File: src/rtl/mem16_pkg.sv
// Shared types for the cpu16 memory arbiter.
package mem16_pkg;

  localparam int unsigned STARVE_W = 4;

  // Which requester owns the SRAM read/write that returns in the next cycle.
  typedef enum logic [1:0] {
    OWN_NONE   = 2'd0,
    OWN_INS    = 2'd1,
    OWN_DAT_RD = 2'd2,
    OWN_DAT_WR = 2'd3
  } owner_t;

endpackage

File: src/rtl/arb2_starve.sv
// Two-input fixed-priority picker (hi wins) with a starvation guard that
// hands the grant to lo after STARVE_MAX consecutive lost arbitrations.
module arb2_starve
  import mem16_pkg::*;
#(
  parameter int unsigned STARVE_MAX = 4
) (
  input  logic clk,
  input  logic reset_n,
  input  logic hi_req,
  input  logic lo_req,
  output logic hi_gnt,
  output logic lo_gnt,
  output logic force_lo
);

  localparam logic [STARVE_W-1:0] StarveLim = STARVE_W'(STARVE_MAX);

  logic [STARVE_W-1:0] starve_q;

  // Grant decode: a saturated starve count overrides the hi priority.
  always_comb begin
    force_lo = lo_req && (starve_q == StarveLim);
    lo_gnt   = lo_req && (force_lo || !hi_req);
    hi_gnt   = hi_req && !force_lo;
  end

  // Count consecutive lost arbitrations of lo; any lo grant or idle lo clears.
  always_ff @(posedge clk) begin
    if (!reset_n) begin
      starve_q <= '0;
    end else if (lo_req && !lo_gnt) begin
      if (starve_q != StarveLim) begin
        starve_q <= starve_q + STARVE_W'(1);
      end
    end else begin
      starve_q <= '0;
    end
  end

endmodule

File: src/rtl/mem_arb16.sv
// Arbitrates the cpu16 fetch and data ports onto one single-port SRAM with
// 1-cycle read latency. Data has priority; fetch is protected from starvation.
module mem_arb16
  import mem16_pkg::*;
#(
  parameter int unsigned AW         = 16,
  parameter int unsigned STARVE_MAX = 4
) (
  input  logic          clk,
  input  logic          reset_n,
  input  logic [AW-1:0] ins_addr,
  input  logic          ins_req,
  output logic [15:0]   ins_rdata,
  output logic          ins_rdy,
  input  logic [AW-1:0] dat_addr,
  input  logic [15:0]   dat_wdata,
  input  logic          dat_rd_req,
  input  logic          dat_wr_req,
  output logic [15:0]   dat_rdata,
  output logic          dat_rd_rdy,
  output logic          dat_wr_rdy,
  output logic [AW-1:0] mem_addr,
  output logic [15:0]   mem_wdata,
  output logic          mem_en,
  output logic          mem_we,
  input  logic [15:0]   mem_rdata,
  output logic [15:0]   ins_stall_cnt,
  output logic          err_dual_req
);

  logic   dat_req, ins_req_g;
  logic   hi_gnt, lo_gnt, force_lo;
  owner_t win, owner_q;
  logic [15:0] stall_q;
  logic        err_q;

  // Requests are gated by reset so nothing is granted (or written) in reset.
  // No pending-grant mask is needed: a grant in cycle N always produces rdy in
  // N+1, so any request seen in N+1 is already the requester's next one.
  assign dat_req   = reset_n & (dat_rd_req | dat_wr_req);
  assign ins_req_g = reset_n & ins_req;

  arb2_starve #(
    .STARVE_MAX(STARVE_MAX)
  ) u_arb (
    .clk     (clk),
    .reset_n (reset_n),
    .hi_req  (dat_req),
    .lo_req  (ins_req_g),
    .hi_gnt  (hi_gnt),
    .lo_gnt  (lo_gnt),
    .force_lo(force_lo)
  );

  // Winner decode; on a dual data request the write wins and the read is dropped.
  always_comb begin
    win = OWN_NONE;
    if (force_lo) begin
      win = OWN_INS;
    end else if (hi_gnt && dat_wr_req) begin
      win = OWN_DAT_WR;
    end else if (hi_gnt) begin
      win = OWN_DAT_RD;
    end else if (lo_gnt) begin
      win = OWN_INS;
    end
  end

  // SRAM command mux; all fields idle at zero when nothing is granted.
  always_comb begin
    mem_en    = 1'b0;
    mem_we    = 1'b0;
    mem_addr  = '0;
    mem_wdata = '0;
    unique case (win)
      OWN_INS: begin
        mem_en   = 1'b1;
        mem_addr = ins_addr;
      end
      OWN_DAT_RD: begin
        mem_en   = 1'b1;
        mem_addr = dat_addr;
      end
      OWN_DAT_WR: begin
        mem_en    = 1'b1;
        mem_we    = 1'b1;
        mem_addr  = dat_addr;
        mem_wdata = dat_wdata;
      end
      default: ;
    endcase
  end

  // Owner register: who gets the SRAM response in the next cycle.
  always_ff @(posedge clk) begin
    if (!reset_n) begin
      owner_q <= OWN_NONE;
    end else begin
      owner_q <= win;
    end
  end

  // Stall counter (saturating) and sticky dual-request flag.
  always_ff @(posedge clk) begin
    if (!reset_n) begin
      stall_q <= '0;
      err_q   <= 1'b0;
    end else begin
      if (ins_req && !lo_gnt && (stall_q != 16'hFFFF)) begin
        stall_q <= stall_q + 16'd1;
      end
      if (dat_rd_req && dat_wr_req) begin
        err_q <= 1'b1;
      end
    end
  end

  assign ins_rdy       = (owner_q == OWN_INS);
  assign dat_rd_rdy    = (owner_q == OWN_DAT_RD);
  assign dat_wr_rdy    = (owner_q == OWN_DAT_WR);
  assign ins_rdata     = ins_rdy ? mem_rdata : 16'h0000;
  assign dat_rdata     = dat_rd_rdy ? mem_rdata : 16'h0000;
  assign ins_stall_cnt = stall_q;
  assign err_dual_req  = err_q;

endmodule

File: config.mk
export PLATFORM = sky130hd
export DESIGN_NAME = mem_arb16
export DESIGN_NICKNAME = d
export VERILOG_FILES = /design/src/rtl/mem16_pkg.sv /design/src/rtl/arb2_starve.sv /design/src/rtl/mem_arb16.sv
export SDC_FILE = /design/constraint.sdc
export NUM_CORES = 1
export LEC_CHECK = 0
export ABC_CLOCK_PERIOD_IN_PS = 3300
export CAP_MARGIN = 20
export CORE_ASPECT_RATIO = 1.5
export CORE_MARGIN = 1.5
export CORE_UTILIZATION = 31
export CTS_CLUSTER_DIAMETER = 40
export CTS_CLUSTER_SIZE = 40
export DETAILED_ROUTE_END_ITERATION = 8
export HOLD_SLACK_MARGIN = 0.05
export PLACE_DENSITY = 0.88
export SETUP_SLACK_MARGIN = 0.15
export SYNTH_ARGS = -nofsm -noshare
export SYNTH_HDL_FRONTEND = slang
export SYNTH_HIERARCHICAL = 1
export SYNTH_SLANG_ARGS = --single-unit
File: constraint.sdc
create_clock -name clk -period 3.3 [get_ports clk]
set_clock_uncertainty 0.1 [all_clocks]
set_input_delay 0.66 -clock clk [delete_from_list [all_inputs] [get_ports clk]]
set_output_delay 0.66 -clock clk [all_outputs]
set_load 0.02 [all_outputs]
==> run_results.csv <==
group,metric,value,unit
clock_tree,ctsHoldBuffers,0,
clock_tree,h-tree-depth,1,
timing,setup_viol,0,
run,maxCapViolCount,0,
worst_setup_path,arrival,2.28,ns
synthesis,syn_inst,217,
worst_setup_path,critPathKind,"in -> out",
layout,layout-drive-gt1-share,0.185,
clock_tree,cts_sinks,23,
power_and_ir_drop,p_leak,0.00143,uW
die,dieWidth,63.1,um
timing,hold_ws,0.371,ns
die,ios,155,
worst_setup_path,critPathMaxFanout,17,
routing,routed_wl,7.10,mm
timing,max_freq,0.329,GHz
placed_design,io_buffer_count,154,
global_route,antenna_found_initial,0,
synthesis,synth_cell_type_count,39,
synthesis,async_reset_ff_frac,0,
synthesis,syn_nets,289,
timing,slew_headroom,0.555,
routing,drt_iter0_drc,101,
layout,fillers,419,
synthesis,syn_avg_cell_area,7.74,um^2
clock_tree,path_clk_slew,0.08,ns
timing,finalSetupTns,0,ns
synthesis,synth_top_area_share,0.274,
global_route,grt_pass1_vias,2265,
synthesis,synth_seq_cells,23,
timing,post-route-min-period,3.04,ns
timing,slew_violations,0,
timing,period_share,0.922,
routing,dr_total_vias,2296,
global_route,grt.total_usage,0.231,
power_and_ir_drop,power_density,224,mW/mm^2
outcome,status,"finished, final reports clean",
synthesis,synthTopCellsByArea,"dfxtp_1 (27%), and2_1 (13%), a22o_1 (8.3%)",
layout,syn_to_final_growth,106,%
timing,worst_pin_slew,0.662,ns
worst_setup_path,worstSetupStartpointType,"input port",
synthesis,yosysMostFrequentCell,"and2_1",
die,die_area,0.00588,mm^2
routing,ant_nets,0,
placed_design,place_hpwl,5.44,mm
global_route,grt_pass1_wl,11.0,mm
synthesis,yosysSeqAreaShare,0.274,
placed_design,place_congestion,0.813,
synthesis,yosysTopAreaCell,"dfxtp_1",
power_and_ir_drop,ir_drop,0.000137,V
synthesis,synth-main-ff-cell,"dfxtp_1",
layout,multi_input_area,0.00118,mm^2
worst_setup_path,worstPathRequired,2.54,ns
die,row_count,32,
synthesis,yosys-top-cells-count,"and2_1 (35), dfxtp_1 (23), and3_1 (17)",
synthesis,synth_edf_count,0,
layout,seqCellArea,460,um^2
routing,vias_per_cell,5.08,
clock_tree,clockBufferDepth,2,
die,die_y,93.1,um
routing,dr.pass1.iters,4,
worst_setup_path,crit_path_end_kind,"output pin",
die,initial_core_util,0.325,
timing,rsz0062_at_grt,"false",
worst_hold_path,hold_path.class,"reg -> reg",
layout,nNetsFinal,457,
routing,drc,0,
clock_tree,cts_made_buffers,3,
global_route,grt_max_degree,20,
clock_tree,cts_root_buffer,"clkbuf_8",
global_route,grt_overflow,0,
layout,antenna_cells,0,
clock_tree,worstSkewPairLatency,0.26,ns
routing,routedWlPerCell,15.7,um
synthesis,netlist_area,0.00168,mm^2
timing,finalHoldViolCount,0,
clock_tree,cts_tree,"yes",
die,core-area,0.00516,mm^2
synthesis,ys_warn_count,6,
==> sequential cells by signal, indices dropped and copies added (netlist names) <==
name / cells
err_dual_req: 1
ins_stall_cnt: 16
owner_q: 2
u_arb/starve_q: 4
==> path summary, 6_finish.rpt <==
kind / end / depth (start not counted) / slack, ns / from
worst max-delay path: mem_wdata[15] / 10 / 0.26 / reset_n
worst min-delay path: u_arb/starve_q[0] / 1 / 0.37 / u_arb/starve_q[0]
worst max register to register: ins_stall_cnt[11] / 9 / 0.68 / u_arb/starve_q[0]
worst min register to register: u_arb/starve_q[0] / 1 / 0.37 / u_arb/starve_q[0]
==> per-stage QoR <==
step,util,total power [uW],cells,setup WS [ns],area [um^2]
2_1_floorplan,-,408,217,0.208,1680
3_3_place_gp,0.652,593,440,-0.316,3370
3_5_place_dp,0.652,597,440,-0.379,3370
4_1_cts,0.666,767,447,0.0976,3440
5_1_grt,0.669,808,452,0.192,3450
6_report,0.669,773,452,0.257,3450
==> worst max-delay path: stages <==
cell             delay, ns
dlygate4sd2_1         0.27
and2_4                0.17
inv_1                 0.15
nor2_4                0.08
nor2b_4               0.13
inv_2                 0.08
nor2_4                0.12
buf_12                0.15
and3_1                0.20
clkdlybuf4s15_2       0.27
==> report_power, final <==
part / internal (uW) / switching [uW]
Clock: 86.3 / 92.1
Sequential: 282 / 4.65
Combinational: 173 / 134
==> placed cells by master (no fill, tap or decap), types with 5 or more instances in the layout <==
cell / count
nand3_1: 6
dfxtp_1: 23
nand4_1: 5
clkdlybuf4s15_2: 5
a22o_1: 16
clkbuf_2: 9
or4_1: 5
and2_1: 34
clkdlybuf4s50_1: 116
a21oi_1: 11
inv_1: 10
buf_4: 19
nand2_1: 9
o31ai_1: 5
buf_2: 14
mux2i_1: 5
nor2_1: 12
o21ai_0: 5
and3_1: 17
==> area by class of cell <==
class / instances / share of cell area
clock buffers: 4 / 0.0130
inverters: 11 / 0.0120
multi-input cells: 171 / 0.342
flip-flops and latches: 23 / 0.133
well taps: 68 / 0.0246
repair buffers: 175 / 0.476
==> cells by family after synthesis <==
group	after synthesis	synth area share
and+or+nand+nor	119	0.435
AOI/OAI and AO/OA	42	0.176
buffers and inverters	24	0.0574
DFF	23	0.274
muxes	5	0.0298
adders and majority gates	3	0.0224
xor gates and xnor gates	1	0.00522
==> routing by layer <==
metal	share of wire	vias up	global-route usage
met3	0.053	6	0.0409
met5	0	-	0
met1	0.34	1079	0.229
met2	0.60	96	0.487
li1	-	1115	-
met4	0.0059	0	0.0389
==> repair_timing <==
item / 4_1_cts / 5_1_grt
setup buffers: 2 / 4
cloned: 1 / 1
setup endpoints to repair: 34 / 34
pin swaps: 2 / 4
gates resized for setup: 118 / 26
No activity file was read; power rests on OpenSTA's default activity.
